### config.mk
export PLATFORM = sky130hd
export DESIGN_NAME = game_ctrl_flat
export DESIGN_NICKNAME = d
export VERILOG_FILES = /design/src/rtl/game_ctrl_if.sv /design/src/rtl/game_ctrl.sv /design/src/flat_wrapper.sv
export SDC_FILE = /design/constraint.sdc
export NUM_CORES = 1
export LEC_CHECK = 0
export CAP_MARGIN = 20
export CORE_MARGIN = 4
export CORE_UTILIZATION = 47
export CTS_CLUSTER_SIZE = 24
export DETAILED_ROUTE_END_ITERATION = 12
export GPL_TIMING_DRIVEN = 1
export PLACE_DENSITY = 0.87
export SETUP_SLACK_MARGIN = 0.3
export SYNTH_ARGS = -nofsm -noshare
export SYNTH_HDL_FRONTEND = slang
export SYNTH_SLANG_ARGS = --single-unit
### constraint.sdc
create_clock -name clk -period 5 [get_ports clk]
set_input_delay 1 -clock clk [delete_from_list [all_inputs] [get_ports clk]]
set_output_delay 1 -clock clk [all_outputs]
set_load 0.02 [all_outputs]
### src/rtl/game_ctrl_if.sv
`default_nettype none
// ============================================================================
//  Module      : game_ctrl_if
//  Description : Bundles the keyboard, counting-stage and game-status
//                signals of the typing-game sequencer. The master modport
//                is the environment side; the slave modport is the sequencer.
//  Revision    : 1.0 - initial release
// ============================================================================
interface game_ctrl_if;
    logic [127:0] key_down;
    logic [8:0]   last_change;
    logic         key_valid;
    logic         finish;
    logic [9:0]   wpm;
    logic [1:0]   state;
    logic         mode;
    logic [6:0]   value;
    logic [1:0]   cd_sec;
    logic [9:0]   best_wpm;
    logic         new_record;

    modport master (
        output key_down, last_change, key_valid, finish, wpm,
        input  state, mode, value, cd_sec, best_wpm, new_record
    );

    modport slave (
        input  key_down, last_change, key_valid, finish, wpm,
        output state, mode, value, cd_sec, best_wpm, new_record
    );
endinterface
`default_nettype wire

### src/rtl/game_ctrl.sv
`default_nettype none
// ============================================================================
//  Module      : game_ctrl
//  Description : Typing-game sequencer. Menu selection of mode/round length,
//                3-2-1 countdown, round end on finish, per-mode best WPM.
//  Revision    : 1.0 - initial release
// ============================================================================
module game_ctrl #(
    parameter int TICK_DIV = 100_000_000
) (
    input  logic        clk,
    input  logic        rst,
    game_ctrl_if.slave  bus_if
);
    localparam logic [1:0] S_SELECT    = 2'd0;
    localparam logic [1:0] S_COUNTDOWN = 2'd1;
    localparam logic [1:0] S_INGAME    = 2'd2;
    localparam logic [1:0] S_FINISH    = 2'd3;

    localparam logic [8:0] KEY_ENTER = 9'h05A;
    localparam logic [8:0] KEY_ESC   = 9'h076;
    localparam logic [8:0] KEY_M     = 9'h03A;
    localparam logic [8:0] KEY_UP    = 9'h175;
    localparam logic [8:0] KEY_DOWN  = 9'h172;

    // A width of at least one bit keeps TICK_DIV=1 legal.
    localparam int            CW        = (TICK_DIV > 1) ? $clog2(TICK_DIV) : 1;
    localparam logic [CW-1:0] TICK_LAST = CW'(TICK_DIV - 1);

    // Round length for a given mode and menu index.
    function automatic logic [6:0] f_value(input logic m, input logic [1:0] i);
        case ({m, i})
            3'b000:  f_value = 7'd15;
            3'b001:  f_value = 7'd30;
            3'b010:  f_value = 7'd45;
            3'b011:  f_value = 7'd60;
            3'b100:  f_value = 7'd10;
            3'b101:  f_value = 7'd25;
            3'b110:  f_value = 7'd50;
            default: f_value = 7'd100;
        endcase
    endfunction

    logic [1:0]    state_q, state_d;
    logic          mode_q, mode_d;
    logic [1:0]    idx_q, idx_d;
    logic [6:0]    value_q, value_d;
    logic [1:0]    cd_q, cd_d;
    logic [CW-1:0] presc_q, presc_d;
    logic [9:0]    best0_q, best0_d;
    logic [9:0]    best1_q, best1_d;
    logic          nr_q, nr_d;

    logic       press, is_enter, is_esc, is_m, is_up, is_down, tick;
    logic       record_en, beats;
    logic [9:0] cur_best;

    // The held-key bitmap covers only the low 7 bits of the code, so an
    // extended key shares its bitmap slot with its non-extended twin.
    assign press    = bus_if.key_valid && bus_if.key_down[bus_if.last_change[6:0]];
    assign is_enter = press && (bus_if.last_change == KEY_ENTER);
    assign is_esc   = press && (bus_if.last_change == KEY_ESC);
    assign is_m     = press && (bus_if.last_change == KEY_M);
    assign is_up    = press && (bus_if.last_change == KEY_UP);
    assign is_down  = press && (bus_if.last_change == KEY_DOWN);
    assign tick     = (presc_q == TICK_LAST);
    assign cur_best = mode_q ? best1_q : best0_q;

    // State and datapath registers.
    always_ff @(posedge clk) begin
        if (rst) begin
            state_q <= S_SELECT;
            mode_q  <= 1'b0;
            idx_q   <= 2'd1;
            value_q <= 7'd30;
            cd_q    <= 2'd0;
            presc_q <= '0;
            best0_q <= 10'd0;
            best1_q <= 10'd0;
            nr_q    <= 1'b0;
        end else begin
            state_q <= state_d;
            mode_q  <= mode_d;
            idx_q   <= idx_d;
            value_q <= value_d;
            cd_q    <= cd_d;
            presc_q <= presc_d;
            best0_q <= best0_d;
            best1_q <= best1_d;
            nr_q    <= nr_d;
        end
    end

    // Next state; ESC outranks ENTER and finish in every non-menu state.
    always_comb begin
        state_d = state_q;
        case (state_q)
            S_SELECT:    if (is_enter) state_d = S_COUNTDOWN;
            S_COUNTDOWN: begin
                if (is_esc)                        state_d = S_SELECT;
                else if (tick && (cd_q == 2'd1))   state_d = S_INGAME;
            end
            S_INGAME: begin
                if (is_esc)                state_d = S_SELECT;
                else if (bus_if.finish)    state_d = S_FINISH;
            end
            S_FINISH:    if (is_esc || is_enter) state_d = S_SELECT;
            default:     state_d = S_SELECT;
        endcase
    end

    // Menu, countdown, prescaler and best-record next values.
    always_comb begin
        mode_d  = mode_q;
        idx_d   = idx_q;
        cd_d    = 2'd0;
        presc_d = '0;
        best0_d = best0_q;
        best1_d = best1_q;
        nr_d    = nr_q;

        if (state_q == S_SELECT) begin
            if (is_m)                         mode_d = ~mode_q;
            if (is_up   && (idx_q != 2'd3))   idx_d  = idx_q + 2'd1;
            if (is_down && (idx_q != 2'd0))   idx_d  = idx_q - 2'd1;
        end
        // Outside SELECT mode/idx are held, so value stays frozen too.
        value_d = f_value(mode_d, idx_d);

        if (state_d == S_COUNTDOWN) begin
            if (state_q != S_COUNTDOWN) cd_d = 2'd3;
            else if (tick)              cd_d = cd_q - 2'd1;
            else                        cd_d = cd_q;
        end

        // Prescaler restarts from zero on every entry into COUNTDOWN.
        if ((state_q == S_COUNTDOWN) && (state_d == S_COUNTDOWN) && !tick)
            presc_d = presc_q + 1'b1;

        record_en = (state_q == S_INGAME) && bus_if.finish && !is_esc;
        beats     = (bus_if.wpm > cur_best);
        if (record_en) begin
            nr_d = beats;
            if (beats) begin
                if (mode_q) best1_d = bus_if.wpm;
                else        best0_d = bus_if.wpm;
            end
        end
        if ((state_d == S_SELECT) && (state_q != S_SELECT)) nr_d = 1'b0;
    end

    // Drive the status outputs from registered state.
    always_comb begin
        bus_if.state      = state_q;
        bus_if.mode       = mode_q;
        bus_if.value      = value_q;
        bus_if.cd_sec     = cd_q;
        bus_if.best_wpm   = cur_best;
        bus_if.new_record = nr_q;
    end
endmodule
`default_nettype wire

### src/flat_wrapper.sv
// flat-port wrapper written by rule: the top's interface ports become plain ports
module game_ctrl_flat 
#(
    parameter int TICK_DIV = 100_000_000
)
  (clk, rst, bus_if_key_down, bus_if_last_change, bus_if_key_valid, bus_if_finish, bus_if_wpm, bus_if_state, bus_if_mode, bus_if_value, bus_if_cd_sec, bus_if_best_wpm, bus_if_new_record);
  game_ctrl_if bus_if_i ();
  input  logic clk;
  input  logic rst;
  input wire logic [$bits(bus_if_i.key_down)-1:0] bus_if_key_down;
  input wire logic [$bits(bus_if_i.last_change)-1:0] bus_if_last_change;
  input wire logic [$bits(bus_if_i.key_valid)-1:0] bus_if_key_valid;
  input wire logic [$bits(bus_if_i.finish)-1:0] bus_if_finish;
  input wire logic [$bits(bus_if_i.wpm)-1:0] bus_if_wpm;
  output wire logic [$bits(bus_if_i.state)-1:0] bus_if_state;
  output wire logic [$bits(bus_if_i.mode)-1:0] bus_if_mode;
  output wire logic [$bits(bus_if_i.value)-1:0] bus_if_value;
  output wire logic [$bits(bus_if_i.cd_sec)-1:0] bus_if_cd_sec;
  output wire logic [$bits(bus_if_i.best_wpm)-1:0] bus_if_best_wpm;
  output wire logic [$bits(bus_if_i.new_record)-1:0] bus_if_new_record;
  assign bus_if_i.key_down = bus_if_key_down;
  assign bus_if_i.last_change = bus_if_last_change;
  assign bus_if_i.key_valid = bus_if_key_valid;
  assign bus_if_i.finish = bus_if_finish;
  assign bus_if_i.wpm = bus_if_wpm;
  assign bus_if_state = bus_if_i.state;
  assign bus_if_mode = bus_if_i.mode;
  assign bus_if_value = bus_if_i.value;
  assign bus_if_cd_sec = bus_if_i.cd_sec;
  assign bus_if_best_wpm = bus_if_i.best_wpm;
  assign bus_if_new_record = bus_if_i.new_record;
  game_ctrl #(.TICK_DIV(TICK_DIV)) u_core (.clk(clk), .rst(rst), .bus_if(bus_if_i));
endmodule
---- After elaboration in Yosys (flattened, before gate mapping) ----
Cells that the tools add are included.
storage, ports and cells
  flip-flop bits (word level) ............. 62
  word-level logic and storage cells ...... 83
  output and inout port bits .............. 23
  input port bits ......................... 151
cells by class
  muxes and demuxes ....................... 18
  $add $sub $neg .......................... 4
  reduce and logical (&&, ||, !) cells .... 28
  magnitude comparators ................... 2
  bitwise operators ....................... 3
  equality and inequality tests ........... 19
operators with widths
  kind                     count
  $pmux W7 S7              1
  $add A27 B1 Y27 const B  1
  $eq A27 B27 Y1 const B   1
  $mux W2                  11
  $eq A9 B7 Y1 const B     2
  $eq A9 B9 Y1 const B     2
  $logic_and A1 B1 Y1      14
  $gt A10 B10 Y1           1
  $mux W10                 1
  $eq A3 B3 Y1 const B     3
  $eq A9 B6 Y1 const B     1
  $lt A7 B8 Y1 const B     1
  $pmux W2 S4              1
  $bmux W1 S7              1
  $eq A2 B1 Y1 const B     3
  $eq A3 B2 Y1 const B     2
  $reduce_and A3 Y1        2
  $reduce_bool A2 Y1       3
  $reduce_or A2 Y1         3
  $eq A2 B2 Y1 const B     2
  $logic_not A2 Y1         2
  $sub A2 B1 Y2 const B    2
  $eq A3 B1 Y1 const B     1
  $logic_not A3 Y1         1
  7 further kinds          12

---- Longest topological paths before layout ----
  word-level depth ........................ 12
  mapped depth ............................ 12
  depth with buffers taken out ............ 10

---- Worst setup path after synthesis ----
Ideal clock, no wire load.
  path type ............................... input -> register
  start point ............................. in bus_if_last_change[0]
  end point ............................... reg u_core.value_q[4], in the netlist u_core.bus_if.value[4]
  library setup time ...................... 0.135 ns
  slack ................................... 1.636 ns
  buffers on the path ..................... 3
  arrival ................................. 3.229 ns
  stages on the path ...................... 11
  data required time ...................... 4.865 ns
  cell sequence ........................... buf_4 buf_2 buf_2 mux4_2 mux2_2 a31oi_1 o31ai_1 o211ai_1 nand2_1 nor2_1 a31oi_1
on the way
  cells in the longest elaborated chain, start to end .. 10
  elaborated cells on any way between the ends .. 24
  those cells by class .................... eq/ne (9); mux (8); reduce/logical (7)
ends and longest elaborated chain
  item                                        line                RTL
  start: declaration                          flat_wrapper.sv:11  input wire logic [$bits(bus_if_i.last_change)-1:0] bus_if_last_change;
  $bmux W1 S7                                 game_ctrl.sv:60     assign press = bus_if.key_valid && bus_if.key_down[bus_if.last_change[6:0]];
  $mux W1 (implied by the code)               game_ctrl.sv:60
  $logic_and A1 B1 Y1                         game_ctrl.sv:60
  $logic_and A1 B1 Y1                         game_ctrl.sv:64     assign is_up = press && (bus_if.last_change == KEY_UP);
  $logic_and A1 B1 Y1                         game_ctrl.sv:124    if (is_up && (idx_q != 2'd3)) idx_d = idx_q + 2'd1;
  $mux W2                                     game_ctrl.sv:124
  $mux W2                                     game_ctrl.sv:125    if (is_down && (idx_q != 2'd0)) idx_d = idx_q - 2'd1;
  $mux W2                                     game_ctrl.sv:122    if (state_q == S_SELECT) begin
  $eq A3 B3 Y1, or another cell as far along  game_ctrl.sv:32     case ({m, i})
  $pmux W7 S7 (*)                             game_ctrl.sv:32
  end signal: assignment                      game_ctrl.sv:85     value_q <= value_d;
  end: declaration                            game_ctrl.sv:47     logic [6:0] value_q, value_d;
Mark *: on every way between the ends. The rest lies on a longest branch, timed or not. The select of a mux whose other input is x is not followed.
A chain may end at the register's enable or synchronous reset.

---- Final worst setup path ----
  start point ............................. in bus_if_last_change[0]
  end point ............................... reg u_core.best0_q[8]
on the way
  cells in the longest elaborated chain, start to end .. 7
  elaborated cells on any way between the ends .. 8
  those cells by class .................... eq/ne (1); mux (2); reduce/logical (5)
ends and longest elaborated chain
  item                             line              RTL
  $bmux W1 S7                      game_ctrl.sv:60
  $mux W1 (implied by the code)    game_ctrl.sv:60
  $logic_and A1 B1 Y1              game_ctrl.sv:60
  $logic_and A1 B1 Y1 (*)          game_ctrl.sv:62   assign is_esc = press && (bus_if.last_change == KEY_ESC);
  $logic_not A1 Y1 (*)             game_ctrl.sv:140  record_en = (state_q == S_INGAME) && bus_if.finish && !is_esc;
  $logic_and A1 B1 Y1 (*)          game_ctrl.sv:140
  $reduce_and A3 Y1 (no line) (*)  n/a
  end signal: assignment           game_ctrl.sv:88   best0_q <= best0_d;
  end: declaration                 game_ctrl.sv:50   logic [9:0] best0_q, best0_d;
Marked as above.

==> flow_metrics.env <==
export IMPL_critical_path_required_ns=5.25
export IMPL_cpPeakStageDelay_ns=0.98
export IMPL_cts_hold_fix_buffers=0
export IMPL_cts_repair_resized=0
export IMPL_overall_die_area_um2=10600
export IMPL_globalRouteTotalUtil_pct=24.6
export IMPL_wire_per_inst_um=17.2
export IMPL_combinational_share_of_power_pct=21.6
export IMPL_seq_power_share_pct=42.2
export IMPL_cts_tree="done"
export IMPL_tritoncts_num_sinks=62
export IMPL_synth_top_cells_by_area="sky130_fd_sc_hd__dfxtp_1, sky130_fd_sc_hd__mux2i_1, sky130_fd_sc_hd__mux4_2, sky130_fd_sc_hd__nand2_1, sky130_fd_sc_hd__ha_1"
export IMPL_grt_met3_usage_pct=7.24
export IMPL_timing_hold_violations_final=0
export IMPL_detailedPlacementHpwl_um=10600
export IMPL_yosysWarningCount=0
export IMPL_critical_path_slowest_cell="sky130_fd_sc_hd__clkdlybuf4s50_1"
export IMPL_worst_slew_pin_transition_ns=0.802
export IMPL_number_of_global_route_vias_before_repair=4422
export IMPL_slew_limit_headroom_pct=46.5
export IMPL_min_path_cells=2
export IMPL_synth_compound_gate_area_share_pct=9.03
export IMPL_yosys_top_cells_count="sky130_fd_sc_hd__nand2_1, sky130_fd_sc_hd__dfxtp_1, sky130_fd_sc_hd__mux2i_1"
export IMPL_timing_final_crit_share_pct=82.1
export IMPL_critical_path_startpoint_type="primary input"
export IMPL_io_buffer_count=173
export IMPL_synthesis_nets=630
export IMPL_post_cts_setup_buffers=0
export IMPL_r2r_end="u_core.best0_q[8]$_SDFFE_PP0P_"
export IMPL_setup_tns_ns=0
export IMPL_root_buffer="sky130_fd_sc_hd__clkbuf_8"
export IMPL_io_pin_count=174
export IMPL_p_sw_share_pct=23.2
export IMPL_grt_start_max_net_pins=39
export IMPL_hold_start="u_core.best1_q[8]$_SDFFE_PP0P_"
export IMPL_detail_route_iter0_violations=145
export IMPL_synth_simple_gate_area_share_pct=21.6
export IMPL_ff2ff_path_depth=10
export IMPL_antenna_diode_count=0
export IMPL_drv_max_cap_violation_count=0
export IMPL_die_h_um=103
export IMPL_worstSkewPairLatency_ns=0.34
export IMPL_timing_critical_path_fanout_max=18
export IMPL_synth_edff_count=0
export IMPL_layout_drive_gt1_share_pct=8.95
export IMPL_setup_violations=0
export IMPL_finalWeightedCongestion=0.851
export IMPL_tritoncts_num_buffers=9
export IMPL_synth_top_area_cell="sky130_fd_sc_hd__dfxtp_1"
export IMPL_drtAntennaViolNets=0
export IMPL_critical_path_endpoint_type="register"
export IMPL_top_usage_layer="met2"
export IMPL_detail_route_drc_violations=0
export IMPL_htree_levels=3
export IMPL_total_switching_power_uw=272
export IMPL_report_power_total_uw=1170
export IMPL_fin_skew_ns=0.00838
export IMPL_power_report_internal_total_uw=898
export IMPL_dr_pass1_iters=4
export IMPL_power_clock_fraction_pct=36.1
export IMPL_nets=798
export IMPL_min_to="u_core.best1_q[8]$_SDFFE_PP0P_"
export IMPL_timing_final_crit_period_ns=4.10
export IMPL_crit_type="primary input to register"
export IMPL_rrSetupSlack_ns=1.56
export IMPL_initial_utilization_pct=48.4
export IMPL_totalWireLength_um=12800
export IMPL_yosysTopAreaCellShare_pct=29.3
export IMPL_use_met2_pct=47.0
export IMPL_postSynthRegisterBits=62
export IMPL_min_delay_path_class="register to register"
export IMPL_fillCellCount=640
export IMPL_final_max_slew_viol_count=0
export IMPL_outcome="completed"
export IMPL_clockBufferDepth=2
export IMPL_post_synth_inst_count=465
export IMPL_adder_cell_share_of_the_synthesized_area_pct=4.13
export IMPL_mappedNetlistArea_um2=4240
export IMPL_grt_first_pass_wirelength_um=20500
export IMPL_synthesis_area_per_instance_um2=9.11
export IMPL_muxShareOfSynthArea_pct=26.0
export IMPL_clkSlewWorstSetupHoldPaths_ns=0.06
export IMPL_worstPathCellList="clkdlybuf4s50_1, nor2_1, a22o_1, a221oi_1, o31ai_1, o31ai_2, a211oi_2, or4b_1, mux2i_1"
export IMPL_antenna_violations_before_repair=0
export IMPL_chipWidth_um=103
export IMPL_use_met1_pct=24.6
export IMPL_ys_async_sr_fraction_pct=0
export IMPL_power_density_nw_per_um2=187
export IMPL_irDropWorstVdd_v=0.000115
export IMPL_max_clock_freq_ghz=0.244
export IMPL_area_overhead_of_the_layout_relative_to_synthesis_pct=47.6
export IMPL_vias_per_cell=5.58
export IMPL_seq_area_frac_synth_pct=29.3
export IMPL_yosys_cell_count_top_type="sky130_fd_sc_hd__nand2_1"
export IMPL_number_of_vias_in_the_routed_layout=4160
export IMPL_std_cell_rows=34
export IMPL_top_ff_cell_synth="sky130_fd_sc_hd__dfxtp_1"
export IMPL_grt_setup_unrepaired="false"
export IMPL_globalRoute_totalOverflow=0
export IMPL_core_area_um2=8760
export IMPL_r2r_start="u_core.bus_if.mode$_SDFF_PP0_"
export IMPL_synth_top_family_by_area="multiplexers"
export IMPL_yosysUniqueCellTypes=56
export IMPL_cp_arrival_ns=4.36
export IMPL_static_leak_uw=0.00243
export IMPL_synthXorXnorAreaFrac_pct=5.58
-- through the flow --
stage / utilization (%) / instances / setup WS [ns] / area, µm² / hold slack (ns)
final: 71.4 / 745 / 0.895 / 6260 / 0.457
after detailed placement: 68.9 / 729 / 0.578 / 6040 / 0.450
after CTS: 71.1 / 744 / 0.919 / 6230 / 0.461
after global placement: 68.9 / 729 / 0.661 / 6040 / 0.440
after floorplan: - / 465 / 1.64 / 4240 / 0.426
after global routing: 71.4 / 745 / 0.580 / 6260 / 0.479
-- final cells by class --
cell class                 count  area [µm²]  area share [%]
clock inverter                 5        50.0           0.800
multi-input combinational    360        2810            45.0
clock buffer                  10         138            2.20
sequential                    62        1240            19.8
timing repair buffer         181        1810            28.9
tap                          108         135            2.16
inverter                      19        71.3            1.14
-- cell usage in the layout, fill, tap and decap left out, types with 6 or more instances in the layout --
cell type,n
sky130_fd_sc_hd__clkdlybuf4s50_1,172
sky130_fd_sc_hd__nand2_1,65
sky130_fd_sc_hd__dfxtp_1,62
sky130_fd_sc_hd__mux2i_1,57
sky130_fd_sc_hd__nor2_1,39
sky130_fd_sc_hd__mux4_2,21
sky130_fd_sc_hd__inv_1,18
sky130_fd_sc_hd__xor2_1,17
sky130_fd_sc_hd__nand3_1,15
sky130_fd_sc_hd__ha_1,14
sky130_fd_sc_hd__and3_1,13
sky130_fd_sc_hd__xnor2_1,10
sky130_fd_sc_hd__clkbuf_8,10
sky130_fd_sc_hd__nor3_1,8
sky130_fd_sc_hd__and2_1,7
sky130_fd_sc_hd__nand4_1,7
sky130_fd_sc_hd__a21oi_1,7
sky130_fd_sc_hd__a22oi_1,7
sky130_fd_sc_hd__buf_4,7
sky130_fd_sc_hd__a31oi_1,6
-- cells by family (layout without fill, tap and decap cells) --
group,Yosys count,count (layout)
and+or+nand+nor,186,186
buffers and inverters,43,215
AOI/OAI and AO/OA,50,50
xor gates and xnor gates,27,27
muxes,83,83
adders and majority gates,14,14
DFF,62,62
-- critical path: cells and delay by family --
family	cells	cell delay, ns
AND/OR/NAND/NOR	2	0.79
multiplexers	1	0.26
AO/OA/AOI/OAI	5	1.31
buffers and inverters	1	0.98
-- routing by layer --
metal / up-vias / share of wire [%]
met5: - / 0
met4: 0 / 3.5
met3: 37 / 6.3
met2: 152 / 55
met1: 1949 / 35
li1: 2022 / -
-- how the worst max path moves through the flow --
stage	from	to	slack [ns]	depth (start not counted)
finish	bus_if_last_change[0]	u_core.best0_q[8]$_SDFFE_PP0P_	0.90	9
global route	bus_if_last_change[0]	u_core.best0_q[9]$_SDFFE_PP0P_	0.58	9
CTS	bus_if_last_change[0]	u_core.best0_q[8]$_SDFFE_PP0P_	0.92	9
detailed placement	bus_if_last_change[0]	u_core.best0_q[8]$_SDFFE_PP0P_	0.58	9
global placement	bus_if_last_change[0]	u_core.best0_q[8]$_SDFFE_PP0P_	0.66	9
floorplan	bus_if_last_change[0]	u_core.bus_if.value[4]$_SDFF_PP1_	1.64	11
-- state kept, by name (all words and copies together) (netlist names) --
name / cells
u_core.presc_q: 27
u_core.best1_q: 10
u_core.idx_q: 2
u_core.bus_if.state: 2
u_core.bus_if.value: 7
u_core.bus_if.cd_sec: 2
u_core.best0_q: 10
u_core.bus_if.mode: 1
u_core.bus_if.new_record: 1
-- power groups by stage --
stage	registers (µW)	clock network, µW	logic, µW
finish	494	423	253
global route	494	453	271
CTS	494	429	250
detailed placement	505	0	250
global placement	505	0	245
floorplan	506	0	107
(Power assumes the default switching activity.)
